$ cat src/rtl/reg_32_writeback_unit_pkg.sv
// Shared constants for the 32-entry register file write side.
// Widths here match the register file and decode stage.
package reg_32_writeback_unit_pkg;

    localparam int REG_32_WORD_LEN  = 32;
    localparam int REG_32_ADDR_LEN  = 5;
    localparam int REG_32_TOTALSIZE = 32;

endpackage

$ cat src/rtl/reg_32_wb_fifo.sv
// In-order sync FIFO; every slot, its valid bit and the tail
// pointer are visible so the owner can scan pending entries.
module reg_32_wb_fifo #(
    parameter int W     = 37,
    parameter int DEPTH = 4,
    localparam int PW   = $clog2(DEPTH),
    localparam int CW   = PW + 1
) (
    input  logic                    i_clk,
    input  logic                    i_rst_n,
    input  logic                    i_push,
    input  logic [W-1:0]            i_wdata,
    input  logic                    i_pop,
    output logic [W-1:0]            o_rdata,
    output logic [CW-1:0]           o_count,
    output logic                    o_full,
    output logic                    o_empty,
    output logic [DEPTH-1:0][W-1:0] o_mem,
    output logic [DEPTH-1:0]        o_valid,
    output logic [PW-1:0]           o_tail
);

    logic [DEPTH-1:0][W-1:0] mem_q, mem_d;
    logic [DEPTH-1:0]        valid_q, valid_d;
    logic [PW-1:0]           head_q, head_d;
    logic [PW-1:0]           tail_q, tail_d;
    logic [CW-1:0]           count_q, count_d;
    logic                    do_push;
    logic                    do_pop;

    assign o_full  = (count_q == CW'(DEPTH));
    assign o_empty = (count_q == '0);
    assign do_push = i_push && !o_full;
    assign do_pop  = i_pop && !o_empty;

    // Next-state: slot write, pointer advance, occupancy tracking.
    always_comb begin
        mem_d   = mem_q;
        valid_d = valid_q;
        head_d  = head_q;
        tail_d  = tail_q;
        count_d = count_q;
        if (do_pop) begin
            valid_d[head_q] = 1'b0;
            head_d          = head_q + 1'b1;
        end
        if (do_push) begin
            mem_d[tail_q]   = i_wdata;
            valid_d[tail_q] = 1'b1;
            tail_d          = tail_q + 1'b1;
        end
        count_d = count_q + CW'(do_push) - CW'(do_pop);
    end

    // State registers; reset empties the queue.
    always_ff @(posedge i_clk) begin
        if (!i_rst_n) begin
            mem_q   <= '0;
            valid_q <= '0;
            head_q  <= '0;
            tail_q  <= '0;
            count_q <= '0;
        end else begin
            mem_q   <= mem_d;
            valid_q <= valid_d;
            head_q  <= head_d;
            tail_q  <= tail_d;
            count_q <= count_d;
        end
    end

    assign o_rdata = mem_q[head_q];
    assign o_count = count_q;
    assign o_mem   = mem_q;
    assign o_valid = valid_q;
    assign o_tail  = tail_q;

endmodule

$ cat src/rtl/reg_32_writeback_unit.sv
// Write-side front end of the register file: arbitrates ALU/load
// results into a FIFO, drains one write per cycle, exposes hazards.
module reg_32_writeback_unit
    import reg_32_writeback_unit_pkg::*;
#(
    parameter int WORD_LEN   = REG_32_WORD_LEN,
    parameter int ADDR_LEN   = REG_32_ADDR_LEN,
    parameter int FIFO_DEPTH = 4,
    localparam int PW        = $clog2(FIFO_DEPTH),
    localparam int CW        = PW + 1,
    localparam int NREG      = 2 ** ADDR_LEN,
    localparam int EW        = ADDR_LEN + WORD_LEN
) (
    input  logic                i_sys_clk,
    input  logic                i_sys_rst_n,
    input  logic                i_alu_valid,
    output logic                o_alu_ready,
    input  logic [ADDR_LEN-1:0] i_alu_addr,
    input  logic [WORD_LEN-1:0] i_alu_data,
    input  logic                i_ld_valid,
    output logic                o_ld_ready,
    input  logic [ADDR_LEN-1:0] i_ld_addr,
    input  logic [WORD_LEN-1:0] i_ld_data,
    input  logic                i_wb_hold,
    output logic [ADDR_LEN-1:0] o_dest_addr,
    output logic [WORD_LEN-1:0] o_dest_write_val,
    output logic                o_dest_write_en,
    output logic [CW-1:0]       o_fifo_count,
    output logic [NREG-1:0]     o_pending_mask,
    input  logic [ADDR_LEN-1:0] i_query_addr,
    output logic                o_query_hit,
    output logic [WORD_LEN-1:0] o_query_data
);

    logic                         fifo_full;
    logic                         fifo_empty;
    logic [EW-1:0]                fifo_head;
    logic [FIFO_DEPTH-1:0][EW-1:0] fifo_mem;
    logic [FIFO_DEPTH-1:0]        fifo_valid;
    logic [PW-1:0]                fifo_tail;

    logic                ld_fire;
    logic                alu_fire;
    logic [ADDR_LEN-1:0] in_addr;
    logic [WORD_LEN-1:0] in_data;
    logic                push;
    logic                pop;

    logic [ADDR_LEN-1:0] addr_q, addr_d;
    logic [WORD_LEN-1:0] val_q, val_d;
    logic                en_q, en_d;

    logic [PW-1:0]       q_idx;
    logic [ADDR_LEN-1:0] e_addr;

    // Load has fixed priority; ALU only accepted when load is idle.
    assign o_ld_ready  = !fifo_full;
    assign o_alu_ready = !fifo_full && !i_ld_valid;
    assign ld_fire     = i_ld_valid && o_ld_ready;
    assign alu_fire    = i_alu_valid && o_alu_ready;
    assign in_addr     = ld_fire ? i_ld_addr : i_alu_addr;
    assign in_data     = ld_fire ? i_ld_data : i_alu_data;

    // Writes to r0 are acknowledged but dropped.
    assign push = (ld_fire || alu_fire) && (in_addr != '0);
    assign pop  = !i_wb_hold && !fifo_empty;

    reg_32_wb_fifo #(
        .W     (EW),
        .DEPTH (FIFO_DEPTH)
    ) u_fifo (
        .i_clk   (i_sys_clk),
        .i_rst_n (i_sys_rst_n),
        .i_push  (push),
        .i_wdata ({in_addr, in_data}),
        .i_pop   (pop),
        .o_rdata (fifo_head),
        .o_count (o_fifo_count),
        .o_full  (fifo_full),
        .o_empty (fifo_empty),
        .o_mem   (fifo_mem),
        .o_valid (fifo_valid),
        .o_tail  (fifo_tail)
    );

    // Output stage: load head on pop, otherwise hold addr/value.
    always_comb begin
        en_d   = pop;
        addr_d = addr_q;
        val_d  = val_q;
        if (pop) begin
            addr_d = fifo_head[EW-1 -: ADDR_LEN];
            val_d  = fifo_head[WORD_LEN-1:0];
        end
    end

    // Output register file-port drive.
    always_ff @(posedge i_sys_clk) begin
        if (!i_sys_rst_n) begin
            en_q   <= 1'b0;
            addr_q <= '0;
            val_q  <= '0;
        end else begin
            en_q   <= en_d;
            addr_q <= addr_d;
            val_q  <= val_d;
        end
    end

    assign o_dest_write_en  = en_q;
    assign o_dest_addr      = addr_q;
    assign o_dest_write_val = val_q;

    // Pending mask: every buffered destination plus the in-flight write.
    always_comb begin
        o_pending_mask = '0;
        if (en_q) begin
            o_pending_mask[addr_q] = 1'b1;
        end
        for (int i = 0; i < FIFO_DEPTH; i++) begin
            if (fifo_valid[i]) begin
                o_pending_mask[fifo_mem[i][EW-1 -: ADDR_LEN]] = 1'b1;
            end
        end
        o_pending_mask[0] = 1'b0;
    end

    // Forwarding lookup: newest match wins, output stage is the fallback.
    always_comb begin
        o_query_hit  = 1'b0;
        o_query_data = '0;
        q_idx        = '0;
        e_addr       = '0;
        if (en_q && (addr_q == i_query_addr)) begin
            o_query_hit  = 1'b1;
            o_query_data = val_q;
        end
        for (int k = FIFO_DEPTH - 1; k >= 0; k--) begin
            q_idx  = fifo_tail - PW'(k + 1);
            e_addr = fifo_mem[q_idx][EW-1 -: ADDR_LEN];
            if ((CW'(k) < o_fifo_count) && (e_addr == i_query_addr)) begin
                o_query_hit  = 1'b1;
                o_query_data = fifo_mem[q_idx][WORD_LEN-1:0];
            end
        end
        if (i_query_addr == '0) begin
            o_query_hit  = 1'b0;
            o_query_data = '0;
        end
    end

endmodule

$ cat config.mk
export PLATFORM = sky130hd
export DESIGN_NAME = reg_32_writeback_unit
export DESIGN_NICKNAME = d
export VERILOG_FILES = /design/src/rtl/reg_32_writeback_unit_pkg.sv /design/src/rtl/reg_32_wb_fifo.sv /design/src/rtl/reg_32_writeback_unit.sv
export SDC_FILE = /design/constraint.sdc
export NUM_CORES = 1
export LEC_CHECK = 0
export ABC_AREA = 1
export BUFFER_PORTS_ARGS = -buffer_cell sky130_fd_sc_hd__buf_2
export CAP_MARGIN = 20
export CORE_MARGIN = 10
export CORE_UTILIZATION = 53
export DETAILED_ROUTE_END_ITERATION = 10
export PLACE_DENSITY_LB_ADDON = 0.08
export SLEW_MARGIN = 20
export SYNTH_ARGS = -nofsm -noshare
export SYNTH_HDL_FRONTEND = slang
export SYNTH_SLANG_ARGS = --single-unit
export TNS_END_PERCENT = 20
$ cat constraint.sdc
create_clock -name i_sys_clk -period 5.9 [get_ports i_sys_clk]
set_clock_uncertainty 0.1 [all_clocks]
set_input_delay 0.59 -clock i_sys_clk [delete_from_list [all_inputs] [get_ports i_sys_clk]]
set_output_delay 0.59 -clock i_sys_clk [all_outputs]
set_load 0.01 [all_outputs]
After elaboration in Yosys (flattened, before gate mapping)
Cells that the tools add are included.
Storage, ports and cells
  word-level logic and storage cells: 127
  ROM bits: 0
  memories kept: 0
  register bits: 197
  output and inout port bits: 108
  latch bits: 0
  bits in writable memories: 0
  bits of input ports: 84
Cells by class
  reduce and logical (&&, ||, !) cells: 27
  magnitude comparators: 21
  multiply operators: 0
  bitwise gates (word level): 7
  $add $sub $neg: 7
  div/mod/pow operators: 0
  shift operators: 0
  equality and inequality tests: 6
  muxes and demuxes: 48
Operator list (number)
  $mux 32: 12
  $bmux 37 s2: 5
  $mux 37: 6
  $bwmux 148: 1
  $or 32x32->32: 4
  $demux 37 s2: 1
  $lt 5x6->1 const B: 5
  $demux 1 s5: 5
  $eq 5x5->1: 5
  $ge 5x1->1 const B: 5
  $logic_and 1x1->1: 19
  $lt 2x3->1 const B: 5
  $mux 1: 13
  $mux 4: 2
  $lt 1x3->1 const A: 2
  $lt 2x3->1 const A: 2
  $logic_not 5->1: 1
  $mux 5: 1
  $reduce_bool 5->1: 1
  $add 2x1->2 const B: 2
  $and 4x4->4: 1
  $demux 1 s2: 2
  $ge 2x1->1 const B: 2
  $logic_not 1->1: 4
  other kinds (9): 10

Longest topological paths before layout
  word-level depth: 13
  gate-level depth with buffers: 20
  gate-level depth less buffers: 14

Cells and area by module
A second synthesis with hierarchy kept.
Second synthesis, totals
  cells, all modules: 2916
  area, all modules: 16554.6 um2
Modules (own cells, without submodules)
  reg_32_writeback_unit: cells each 1694, area an instance 8836.0 um2, times used 1, sequential area each 760.7 um2
  reg_32_wb_fifo: cells each 1222, area an instance 7718.7 um2, times used 1, sequential area each 3183.1 um2

Worst setup path after synthesis
OpenSTA, ideal clock, no wires.
  path kind: reg2out
  from: register u_fifo.tail_q[1], in the netlist u_fifo.o_tail[1]
  to: output o_query_data[0]
  stages on the path, launching flop included: 18
  data required time: 5.210 ns
  path buffers: 6
  data arrival time: 2.887 ns
  slack: 2.323 ns
  cell sequence: dfxtp_1 inv_1 buf_2 buf_1 clkbuf_1 ha_1 buf_2 inv_2 buf_2 nand3_1 nand2_1 o22ai_1 nor2_1 nand4_2 inv_2 buf_2 nor2_1 a21oi_1
On the way
  cells in the longest elaborated chain, start to end: 9
  elaborated cells between the ends (all ways): 24
  classes of those cells: add/sub: 3; eq/ne: 4; mux: 13; reduce/logical: 4
Ends and longest elaborated chain
  from (decl): RTL line reg_32_wb_fifo.sv:26  | logic [PW-1:0] tail_q, tail_d;
  from (signal assigned): RTL line reg_32_wb_fifo.sv:67  | tail_q <= tail_d;
  $sub 2x2->2 or $bmux 37 s2 (tied branches): RTL line reg_32_writeback_unit.sv:139, reg_32_writeback_unit.sv:140, reg_32_writeback_unit.sv:143
  $bmux 37 s2 or $mux 37 (tied branches): RTL line reg_32_writeback_unit.sv:140, reg_32_writeback_unit.sv:143
  $mux 37 (implied by the code) or $eq 5x5->1 (tied branches): RTL line reg_32_writeback_unit.sv:143, reg_32_writeback_unit.sv:141
  $eq 5x5->1 or $logic_and 1x1->1 (tied branches): RTL line reg_32_writeback_unit.sv:141  | if ((CW'(k) < o_fifo_count) && (e_addr == i_query_addr)) begin
  $logic_and 1x1->1 or $mux 32 (tied branches): RTL line reg_32_writeback_unit.sv:141
  $mux 32 (2 in a row): RTL line reg_32_writeback_unit.sv:141
  $mux 32 (*): RTL line reg_32_writeback_unit.sv:141
  $mux 32 (*): RTL line reg_32_writeback_unit.sv:146  | if (i_query_addr == '0) begin
  to (decl): RTL line reg_32_writeback_unit.sv:32  | output logic [WORD_LEN-1:0] o_query_data
Mark *: on every way between the ends. The rest lies on a longest branch, timed or not. The select of a mux whose other input is x is not followed.

Worst setup path after layout
  from: register u_fifo.tail_q[0], in the netlist u_fifo.o_tail[0]
  to: output o_query_data[6]
Same word-level chain as after synthesis.

==> qor.csv <==
stage,metric,value,unit
yosys,most area-consuming cells after synthesis,"dfxtp_1 27%, o21ai_0 16%, nand2_1 14%",
grt,vias in the first global route,16200,
worst_setup_path,CP bufs+invs,5,
cts,CTS-repair resized insts,0,
worst_setup_path,Most common cell on crit path,nor2_1,
grt,largest net degree at the start of global routing,123,
sta,Fmax,193,MHz
grt,GRT Resource Usage Total,0.299,
cts,Post-CTS Setup Repair Bufs,0,
hold_path,worst min path class,in -> reg,
yosys,sequential area share after synthesis,0.268,
place,placed wire-length estimate,34500,um
final_layout,layout cells sized above 1,0.117,
sta,Slew @ Worst Pin,1.12,ns
pwr,P_leak,6.86,nW
detailed_routing,drt first pass iters,6,
final_layout,"Design Area, Final",0.0161,sq mm
yosys,YS warnings,0,
cts,Clock Pin Slew Worst Setup and Hold Paths,0.09,ns
floorplan,Vert. Die Dim,187,um
detailed_routing,routed wire length,54500,um
cts,CTS Sinks,197,
sta,Tcrit/Tclk final,0.877,
final_layout,antenna cells,0,
final_layout,fillers,2715,
pwr,P per Cell Area,418,mW/mm^2
yosys,post-synthesis cell count,2450,
worst_setup_path,"CP delay by family, top",buffers and inverters,
sta,final hold violations,0,
worst_setup_path,Crit Path Class,reg -> out,
place,# port buffers,190,
status,outcome,"complete, no violations",
floorplan,DIE WIDTH,187,um
floorplan,CORE AREA,0.0271,sq mm
floorplan,Initial Util,0.543,
detailed_routing,Vias,17200,
final_layout,Nets,2590,
grt,total congestion overflow,0,
worst_setup_path,maximum fanout along the worst path,73,
yosys,Main synth FF type,dfxtp_1,
yosys,Post-synth EDFFs,0,
yosys,"count leader, synth",nand2_1,
cts,H-tree levels,4,
sta,Final TNS setup,0,ns
floorplan,Ports,192,
worst_setup_path,"Slowest-stage cell, CP",dfxtp_4,
detailed_routing,Max Used Layer,met4,
detailed_routing,met1 wire length,22700,um
yosys,Async SR Flop Fraction,0,
worst_setup_path,Critical Path AT,4.49,ns
job,Max Cap Viol,0,
worst_setup_path,Critical Path Max Stage Delay,0.64,ns
pwr,IR Drop Worst-Case VDD,264,uV
yosys,Mean Syn Cell Area,6.00,sq um
yosys,top cell type's share of synthesized area,0.268,
detailed_routing,DR WL met2,25000,um
yosys,Netlist cell types,48,
pwr,Tot Pwr,6.70,mW
detailed_routing,metal3 WL,4900,um
yosys,#FFs+latches synth,197,
floorplan,Die ar.,0.0348,sq mm
worst_setup_path,Critical Path RT,5.21,ns
detailed_routing,Antenna Nets Post-Route,0,
cts,CTS tree,yes,
yosys,synthesized cell area,0.0147,sq mm
sta,final setup fails,0,
final_layout,Syn-to-layout area delta,9.12,%
grt,first-pass GRT wire length,86500,um
sta,Slew Limit Fails,0,
detailed_routing,DRC errors left,0,
sta,Slew headroom,0.249,
yosys,largest area contributor in the netlist,dfxtp_1,
place,placed cell area,0.0154,sq mm
detailed_routing,drt wl/cell,18.9,um
cts,Clock Path Buffers,2,
cts,CTS Buf Count,17,
sta,RSZ-0062 raised after global routing,no,
cts,clock latency on the worst-skew pair,0.45,ns
sta,fin crit period,5.18,ns
cts,CTS Root Cell,clkbuf_16,
yosys,"top cells by count, synth","534 x nand2_1, 469 x o21ai_0, 284 x a21oi_1, 197 x dfxtp_1, 176 x inv_1",
grt,initial antenna violation count,0,
cts,CTS Hold Buffers Added,0,
place,GPL Wtd Cong,0.990,
yosys,syn_nets,2547,
detailed_routing,DR iter-0 viols,1791,
floorplan,Cell Rows,60,
detailed_routing,Avg Vias per Cell,5.97,
worst_setup_path,crit start category,register,
worst_setup_path,CP cell instances,inv_4 -> ha_1 -> clkinv_2 -> buf_4 -> nand3_1 -> nand3_1 -> nand2_1 -> nor2_1 -> nand3_4 -> buf_4 -> nor2_1 -> nor2_1 -> nand2_1 -> a21oi_1 -> buf_2,
worst_setup_path,crit end category,output pin,
[state kept, by name, indices dropped and copies added (netlist names)]
signal            flops
u_fifo.o_tail         2
u_fifo.o_valid        4
u_fifo.head_q         2
u_fifo.o_count        3
o_dest_addr           5
o_dest_write_en       1
o_dest_write_val     32
u_fifo.o_mem        148
[final cells by class]
class	instances	area, sq um	area share
Clock inverter	14	179	0.0111
Tap cell	372	465	0.0290
Clock buffer	18	429	0.0267
Inverter	186	702	0.0437
Multi-Input combinational cell	1875	9170	0.571
Sequential cell	197	3950	0.246
Timing Repair Buffer	216	1160	0.0720
[per-stage QoR]
| step | setup slack (ns) | cells | hold slack, ns | util |
|---|---|---|---|---|
| floorplan | 2.32 | 2450 | 0.347 | - |
| global placement | 1.12 | 2846 | 0.358 | 0.569 |
| detailed placement | 0.934 | 2846 | 0.372 | 0.569 |
| CTS | 0.447 | 2878 | 0.375 | 0.592 |
| global route | 0.289 | 2878 | 0.404 | 0.592 |
| finish | 0.725 | 2878 | 0.384 | 0.592 |
[where the power goes]
part	switching [mW]	internal, mW
registers	0.359	1.67
clock network	0.638	0.581
logic	2.41	1.05
[final timing paths]
check / from / depth (start not counted) / slack, ns / endpoint
setup / recovery: u_fifo.o_tail[0] / 15 / 0.72 / o_query_data[6]
hold / removal: i_ld_data[24] / 3 / 0.38 / u_fifo.o_mem[98]
hold reg to reg: u_fifo.o_mem[123] / 2 / 0.39 / u_fifo.o_mem[123]
setup reg to reg: u_fifo.o_count[2] / 10 / 2.08 / u_fifo.o_mem[32]
[cell usage in the layout (no fill, tap or decap), types with 12 or more instances in the layout]
master     count
buf_4         25
a31oi_1       37
clkbuf_16     17
nand2_1      534
inv_1        173
or2_0         28
nor2_1       168
o221ai_1      13
mux2i_1       24
nand3_1      129
o21ai_0      469
o21ai_1       43
o22ai_1       16
dfxtp_1      193
nor3_1        40
buf_2        189
ha_1          12
a21oi_1      284
[worst register-to-register path: cells and delay by family (launching register included)]
family	cells	cell delay [ns]
buffers and inverters	2	1.22
AND/OR/NAND/NOR	5	1.17
AO/OA/AOI/OAI	3	0.68
flip-flops	1	0.53
[per-layer routing]
layer	vias to the layer above	GRT usage
met1	7757	0.377
met4	0	0.116
met5	-	0
met2	914	0.499
li1	8369	-
met3	141	0.0497
[kinds of logic (layout without fill, tap and decap cells)]
logic type	Yosys count	after routing	share of synthesized area
simple gates	934	934	0.269
compound gates	900	900	0.323
buf+inv	378	434	0.111
xor+xnor	3	3	0.00179
mux	24	24	0.0163
other cells	1	1	0.000255
flops	197	197	0.268
fa+ha+maj	13	13	0.0116
Note: power is estimated with default switching activity, not from simulation.
